==> config.mk <==
export PLATFORM = sky130hd
export DESIGN_NAME = mem_port_arbiter_flat
export DESIGN_NICKNAME = d
export VERILOG_FILES = /design/src/rtl/mem_arb_pkg.sv /design/src/rtl/mem_arb_if.sv /design/src/rtl/mem_arb_watchdog.sv /design/src/rtl/mem_port_arbiter.sv /design/src/flat_wrapper.sv
export SDC_FILE = /design/constraint.sdc
export NUM_CORES = 1
export LEC_CHECK = 0
export CAP_MARGIN = 20
export CORE_MARGIN = 3
export CORE_UTILIZATION = 40
export CTS_CLUSTER_SIZE = 12
export DETAILED_ROUTE_END_ITERATION = 12
export MAX_ROUTING_LAYER = met4
export PLACE_DENSITY = 0.82
export SETUP_SLACK_MARGIN = 0.15
export SLEW_MARGIN = 20
export SYNTH_ARGS = -nofsm -noshare
export SYNTH_HDL_FRONTEND = slang
export SYNTH_SLANG_ARGS = --single-unit
==> constraint.sdc <==
create_clock -name clk -period 2.72 [get_ports clk]
set_input_delay 0.544 -clock clk [delete_from_list [all_inputs] [get_ports clk]]
set_output_delay 0.544 -clock clk [all_outputs]
set_load 0.01 [all_outputs]
==> src/rtl/mem_arb_pkg.sv <==
// Shared types and widths for the I/D memory port arbiter.
package mem_arb_pkg;

    typedef enum logic [1:0] {
        IDLE,
        BUSY_I,
        BUSY_D,
        RESP
    } arb_state_t;

    typedef enum logic {
        SRC_I,
        SRC_D
    } arb_src_t;

    localparam int STREAK_W = 3;
    localparam int WDOG_W   = 8;

endpackage

==> src/rtl/mem_arb_if.sv <==
// Fetch, data and downstream memory signals of the arbiter.
interface mem_arb_if;

    logic        i_req;
    logic [31:0] i_addr;
    logic        i_ready;
    logic [31:0] i_rdata;
    logic        i_err;

    logic        d_req;
    logic [31:0] d_addr;
    logic [3:0]  d_w_en;
    logic [31:0] d_wdata;
    logic        d_ready;
    logic [31:0] d_rdata;
    logic        d_err;

    logic        m_strobe;
    logic [31:0] m_addr;
    logic [3:0]  m_w_en;
    logic [31:0] m_wdata;
    logic        m_ready;
    logic [31:0] m_rdata;

    modport slave (
        input  i_req, i_addr,
        output i_ready, i_rdata, i_err,
        input  d_req, d_addr, d_w_en, d_wdata,
        output d_ready, d_rdata, d_err,
        output m_strobe, m_addr, m_w_en, m_wdata,
        input  m_ready, m_rdata
    );

    modport master (
        output i_req, i_addr,
        input  i_ready, i_rdata, i_err,
        output d_req, d_addr, d_w_en, d_wdata,
        input  d_ready, d_rdata, d_err,
        input  m_strobe, m_addr, m_w_en, m_wdata,
        output m_ready, m_rdata
    );

endinterface

==> src/rtl/mem_arb_watchdog.sv <==
// Busy-cycle counter; flags the cycle in which TIMEOUT busy cycles elapse.
import mem_arb_pkg::*;

module mem_arb_watchdog #(
    parameter int TIMEOUT = 255
) (
    input  logic clk,
    input  logic rst,
    input  logic clr,
    input  logic en,
    output logic timeout
);

    localparam bit ON = (TIMEOUT != 0);
    localparam logic [WDOG_W-1:0] LAST =
        ON ? WDOG_W'(TIMEOUT - 1) : '0;

    logic [WDOG_W-1:0] cnt;

    always_ff @(posedge clk or negedge rst) begin
        if (!rst)
            cnt <= '0;
        else if (clr)
            cnt <= '0;
        else if (en && ON)
            cnt <= cnt + 1'b1;
    end

    // flag fires on the TIMEOUT-th busy cycle itself
    assign timeout = ON && en && (cnt == LAST);

endmodule

==> src/rtl/mem_port_arbiter.sv <==
// Serialises fetch and data requests onto one memory port with
// a D-streak starvation guard and a hang watchdog.
import mem_arb_pkg::*;

module mem_port_arbiter #(
    parameter int MAX_D_STREAK = 4,
    parameter int TIMEOUT      = 255
) (
    input  logic      clk,
    input  logic      rst,
    mem_arb_if.slave  bus,
    output logic      busy
);

    localparam logic [STREAK_W-1:0] STREAK_MAX =
        STREAK_W'(MAX_D_STREAK);

    arb_state_t state, state_nx;
    arb_src_t   src;

    logic [STREAK_W-1:0] streak;
    logic        grant_i, grant_d;
    logic        busy_st, wd_to, m_done, m_fail;
    logic [31:0] rsp_data;

    logic [31:0] m_addr_q, m_wdata_q;
    logic [3:0]  m_w_en_q;
    logic [31:0] i_rdata_q, d_rdata_q;
    logic        i_err_q, d_err_q;

    assign busy_st = (state == BUSY_I) || (state == BUSY_D);
    assign m_done  = busy_st && bus.m_ready;
    assign m_fail  = busy_st && !bus.m_ready && wd_to;

    always_comb begin
        grant_i = 1'b0;
        grant_d = 1'b0;
        if (state == IDLE) begin
            if (bus.d_req &&
                !(bus.i_req && streak == STREAK_MAX))
                grant_d = 1'b1;
            else if (bus.i_req)
                grant_i = 1'b1;
        end
    end

    always_ff @(posedge clk or negedge rst) begin
        if (!rst)
            state <= IDLE;
        else
            state <= state_nx;
    end

    always_comb begin
        state_nx = state;
        unique case (state)
            IDLE: begin
                if (grant_d)
                    state_nx = BUSY_D;
                else if (grant_i)
                    state_nx = BUSY_I;
            end
            BUSY_I, BUSY_D: begin
                if (m_done || m_fail)
                    state_nx = RESP;
            end
            RESP:    state_nx = IDLE;
            default: state_nx = IDLE;
        endcase
    end

    // stores and timeouts return zero data
    always_comb begin
        rsp_data = bus.m_rdata;
        if (m_fail || m_w_en_q != '0)
            rsp_data = '0;
    end

    always_ff @(posedge clk or negedge rst) begin
        if (!rst) begin
            src       <= SRC_I;
            streak    <= '0;
            m_addr_q  <= '0;
            m_w_en_q  <= '0;
            m_wdata_q <= '0;
            i_rdata_q <= '0;
            i_err_q   <= 1'b0;
            d_rdata_q <= '0;
            d_err_q   <= 1'b0;
        end else begin
            if (grant_d) begin
                src       <= SRC_D;
                m_addr_q  <= bus.d_addr;
                m_w_en_q  <= bus.d_w_en;
                m_wdata_q <= bus.d_wdata;
                if (!bus.i_req)
                    streak <= '0;
                else if (streak != STREAK_MAX)
                    streak <= streak + 1'b1;
            end else if (grant_i) begin
                src       <= SRC_I;
                m_addr_q  <= bus.i_addr;
                m_w_en_q  <= '0;
                m_wdata_q <= '0;
                streak    <= '0;
            end
            if (m_done || m_fail) begin
                if (src == SRC_D) begin
                    d_rdata_q <= rsp_data;
                    d_err_q   <= m_fail;
                end else begin
                    i_rdata_q <= rsp_data;
                    i_err_q   <= m_fail;
                end
            end
        end
    end

    assign busy         = (state != IDLE);
    assign bus.m_strobe = busy_st;
    assign bus.m_addr   = m_addr_q;
    assign bus.m_w_en   = m_w_en_q;
    assign bus.m_wdata  = m_wdata_q;
    assign bus.i_ready  = (state == RESP) && (src == SRC_I);
    assign bus.d_ready  = (state == RESP) && (src == SRC_D);
    assign bus.i_rdata  = i_rdata_q;
    assign bus.i_err    = i_err_q;
    assign bus.d_rdata  = d_rdata_q;
    assign bus.d_err    = d_err_q;

    mem_arb_watchdog #(
        .TIMEOUT(TIMEOUT)
    ) u_wdog (
        .clk    (clk),
        .rst    (rst),
        .clr    (!busy_st),
        .en     (busy_st),
        .timeout(wd_to)
    );

endmodule

==> src/flat_wrapper.sv <==
// flat-port wrapper written by rule: the top's interface ports become plain ports
module mem_port_arbiter_flat 
#(
    parameter int MAX_D_STREAK = 4,
    parameter int TIMEOUT      = 255
)
  (clk, rst, busy, bus_i_req, bus_i_addr, bus_i_ready, bus_i_rdata, bus_i_err, bus_d_req, bus_d_addr, bus_d_w_en, bus_d_wdata, bus_d_ready, bus_d_rdata, bus_d_err, bus_m_strobe, bus_m_addr, bus_m_w_en, bus_m_wdata, bus_m_ready, bus_m_rdata);
  mem_arb_if bus_i ();
  input  logic clk;
  input  logic rst;
  output logic busy;
  input wire logic [$bits(bus_i.i_req)-1:0] bus_i_req;
  input wire logic [$bits(bus_i.i_addr)-1:0] bus_i_addr;
  output wire logic [$bits(bus_i.i_ready)-1:0] bus_i_ready;
  output wire logic [$bits(bus_i.i_rdata)-1:0] bus_i_rdata;
  output wire logic [$bits(bus_i.i_err)-1:0] bus_i_err;
  input wire logic [$bits(bus_i.d_req)-1:0] bus_d_req;
  input wire logic [$bits(bus_i.d_addr)-1:0] bus_d_addr;
  input wire logic [$bits(bus_i.d_w_en)-1:0] bus_d_w_en;
  input wire logic [$bits(bus_i.d_wdata)-1:0] bus_d_wdata;
  output wire logic [$bits(bus_i.d_ready)-1:0] bus_d_ready;
  output wire logic [$bits(bus_i.d_rdata)-1:0] bus_d_rdata;
  output wire logic [$bits(bus_i.d_err)-1:0] bus_d_err;
  output wire logic [$bits(bus_i.m_strobe)-1:0] bus_m_strobe;
  output wire logic [$bits(bus_i.m_addr)-1:0] bus_m_addr;
  output wire logic [$bits(bus_i.m_w_en)-1:0] bus_m_w_en;
  output wire logic [$bits(bus_i.m_wdata)-1:0] bus_m_wdata;
  input wire logic [$bits(bus_i.m_ready)-1:0] bus_m_ready;
  input wire logic [$bits(bus_i.m_rdata)-1:0] bus_m_rdata;
  assign bus_i.i_req = bus_i_req;
  assign bus_i.i_addr = bus_i_addr;
  assign bus_i_ready = bus_i.i_ready;
  assign bus_i_rdata = bus_i.i_rdata;
  assign bus_i_err = bus_i.i_err;
  assign bus_i.d_req = bus_d_req;
  assign bus_i.d_addr = bus_d_addr;
  assign bus_i.d_w_en = bus_d_w_en;
  assign bus_i.d_wdata = bus_d_wdata;
  assign bus_d_ready = bus_i.d_ready;
  assign bus_d_rdata = bus_i.d_rdata;
  assign bus_d_err = bus_i.d_err;
  assign bus_m_strobe = bus_i.m_strobe;
  assign bus_m_addr = bus_i.m_addr;
  assign bus_m_w_en = bus_i.m_w_en;
  assign bus_m_wdata = bus_i.m_wdata;
  assign bus_i.m_ready = bus_m_ready;
  assign bus_i.m_rdata = bus_m_rdata;
  mem_port_arbiter #(.MAX_D_STREAK(MAX_D_STREAK), .TIMEOUT(TIMEOUT)) u_core (.clk(clk), .rst(rst), .bus(bus_i), .busy(busy));
endmodule
==> qor.yml, run 1 <==
floorplan:
  core.rowCount: 43
  core_area_um2: 14000
  die_area_um2: 16000
  start_util: 0.414
  die_x_um: 127
  fp.dieH_um: 127
  ioPinCount: 275
drt:
  vias: 4738
  drc: 0
  viasPerCell: 5.22
  drt_iter0_drc: 224
  ant_nets: 0
  wl_um: 16400
  wl_per_cell_um: 18.0
  dr.pass1.iters: 5
placed_design:
  io_buffers: 274
  dpl_worst_slack_ns: 0.212
  place_congestion: 0.854
  hpwl_um: 11600
setup_path:
  path_buf_inv: 3
  cp_max_fo: 5
  start_kind: "flop"
  worst_path_most_repeated_cell: "inv_1"
  slowest_stage: "clkdlybuf4s50_1"
  cp-end-kind: "primary output"
  ff2ff_setup_slack_ns: 0.61
  critPathMaxStageDelay_ns: 0.57
  crit_chain: "inv_1 -> ha_1 -> inv_1 -> clkdlybuf4s50_1"
  worstSetupPathType: "flop to primary output"
  cp.required_ns: 2.18
  crit_arrival_ns: 1.80
  crit_family: "buffers and inverters"
synth:
  synthCells: 448
  seq_area_frac_synth: 0.637
  synth_ff_type: "dfrtp_1"
  yosysUniqueCellTypes: 33
  syn_nets: 591
  async_flop_share: 1.00
  synth.cell_area_um2: 5820
  ys_ff_latch: 148
  avgSynthCellArea_um2: 13.0
  synth-edff-count: 0
  ys_warn_count: 0
power_and_ir_drop:
  clock_power_share: 0.256
  pwr-share-comb: 0.396
  p_int_w: 0.00702
  finalPower_w: 0.0103
  leakage_nw: 4.21
  netSwitchingPower_w: 0.00325
  seqPwrFrac: 0.348
  p_sw_frac: 0.316
  power.density_nw_per_um2: 1090
  ir_worst_vdd_mv: 0.490
sta:
  hold_viol_final: 0
  finClkSkew_ns: 0.0101
  finalCriticalPeriod_ns: 2.35
  slew_viol_final: 0
  fin_tns_setup_ns: 0
  timing.final.ws_setup_ns: 0.371
  slew_headroom: 0.543
  setup_viol: 0
  max_freq_mhz: 426
  rsz0062_at_grt: "no"
  worst_pin_slew_ns: 0.686
  fin_crit_sh: 0.863
global_route:
  antenna_found_initial: 0
  grt_pass1_wl_um: 26500
  track_usage: 0.215
  overflow: 0
  grt_pass1_vias: 4992
  grt_max_degree: 104
clock_network:
  root_buffer: "clkbuf_16"
  clk_latency_ns: 0.41
  ctsHoldBuffers: 0
  cts_tree: "built"
  cts_buffers: 17
  cts.path.max_buffers: 2
  post_cts_buffers: 0
  path_clk_slew_ns: 0.06
  cts_sinks: 148
  cts_resized: 0
  htree_levels: 4
status:
  status: "finished, final reports clean"
finish:
  nNetsFinal: 858
  final_core_util: 0.669
  drive_above_1_share: 0.0659
  areaGrowthSynthToFinish_pct: 61.4
  diodes: 0
hold_path:
  hold_path_class: "primary input to async pin"
run:
  max_cap_viol_count: 0
worst reg2reg max path: stages (launching register included):
cell     delay (ns)
dfrtp_1        0.37
inv_1          0.05
ha_1           0.30
inv_1          0.16
nor2_1         0.26
and3_2         0.63
a22o_1         0.27
metrics by stage:
| step | area (µm²) | instances | hold slack [ns] |
|---|---|---|---|
| after floorplan | 5820 | 448 | 0.248 |
| after global placement | 8710 | 876 | 0.461 |
| after detailed placement | 8710 | 876 | 0.469 |
| after CTS | 9390 | 908 | 0.162 |
| after global routing | 9390 | 908 | 0.172 |
| final | 9390 | 908 | 0.148 |
registers in the layout (all words and copies together) (netlist names):
signal	count
u_core.streak	3
u_core.state	2
u_core.bus.m_wdata	32
u_core.bus.m_w_en	4
u_core.bus.d_rdata	32
u_core.src	1
u_core.bus.m_addr	32
u_core.bus.i_rdata	32
u_core.bus.d_err	1
u_core.bus.i_err	1
u_core.u_wdog.cnt	8
path summary, 6_finish.rpt:
kind,start,endpoint,depth (start not counted)
worst max-delay path,u_core.state[0]$_DFFE_PN0P_,busy,4
worst min-delay path,rst,u_core.bus.i_rdata[10]$_DFFE_PN0P_,1
worst max register to register,u_core.state[0]$_DFFE_PN0P_,u_core.bus.i_rdata[31]$_DFFE_PN0P_,6
worst min register to register,u_core.bus.m_addr[23]$_DFFE_PN0P_,u_core.bus.m_addr[23]$_DFFE_PN0P_,2
max in group asynchronous,rst,u_core.bus.m_wdata[2]$_DFFE_PN0P_,2
min in group clk,u_core.bus.m_addr[23]$_DFFE_PN0P_,u_core.bus.m_addr[23]$_DFFE_PN0P_,2
cells by family after synthesis:
logic type | synth area share
buffers and inverters | 0.0378
muxes | 0.0551
DFF | 0.637
and+or+nand+nor | 0.0514
adders and majority gates | 0.0129
xor gates and xnor gates | 0.0105
AOI/OAI and AO/OA | 0.196
power groups by stage:
| stage | clock network (W) | registers [W] | logic (W) |
|---|---|---|---|
| after CTS | 0.00269 | 0.00357 | 0.00413 |
| after floorplan | 0 | 0.00387 | 0.00151 |
| after global routing | 0.00280 | 0.00367 | 0.00438 |
| after detailed placement | 0 | 0.00358 | 0.00410 |
| final | 0.00263 | 0.00357 | 0.00407 |
| after global placement | 0 | 0.00355 | 0.00397 |
cell usage in the layout (no fill, tap or decap), types with 2 or more instances in the layout:
master	instances
a21oi_1	6
a22o_1	100
and2_1	2
and3_1	3
buf_12	4
buf_4	4
bufinv_16	5
clkbuf_16	17
clkbuf_8	2
clkdlybuf4s50_1	273
clkinv_4	4
dfrtp_1	148
ha_1	6
inv_1	7
inv_6	2
mux2i_1	32
nand2_1	38
nand2_2	2
nand3_1	4
nand4_1	2
nor2_1	10
o21ai_0	34
xnor2_1	2
xor2_1	5
Yosys cell counts (4+ instances only):
cell type    n  area (µm²)
o21ai_0     35         175
nor2_1      10        37.5
a22o_1     100         876
nand2_1     38         143
clkbuf_1     7        26.3
xor2_1       5        43.8
nand3_1      4        20.0
ha_1         6        75.1
buf_6        4        45.0
a21oi_1      6        30.0
and3_1       4        25.0
dfrtp_1    148        3700
buf_2       19        95.1
mux2i_1     32         320
inv_1        7        26.3
layer usage:
| metal | routed length, µm | global-route usage | part of all wire | vias to the layer above |
|---|---|---|---|---|
| met5 | 0 | - | 0 | - |
| met3 | 1400 | 0.0653 | 0.086 | 20 |
| li1 | - | - | - | 2174 |
| met1 | 6620 | 0.260 | 0.40 | 2306 |
| met4 | 274 | 0.0688 | 0.017 | 0 |
| met2 | 8060 | 0.347 | 0.49 | 238 |
area by class of cell:
cell class / count / area (µm²)
sequential: 148 / 3700
inverter: 7 / 26.3
clock inverter: 13 / 221
fill: 1011 / 4650
tap: 180 / 225
multi-input combinational: 259 / 1910
timing repair buffer: 282 / 2850
clock buffer: 19 / 453
Power figures use the tool's default switching activity.
==> run 2, diff against run 1 <==
--- a/config.mk
+++ b/config.mk
@@ -5,7 +5,7 @@
 export SDC_FILE = /design/constraint.sdc
 export NUM_CORES = 1
 export LEC_CHECK = 0
-export CAP_MARGIN = 20
+export CAP_MARGIN = 0
 export CORE_MARGIN = 3
 export CORE_UTILIZATION = 40
 export CTS_CLUSTER_SIZE = 12
==> results of run 2 <==
No change in the layout: final DEF, timing and power equal those of run 1.
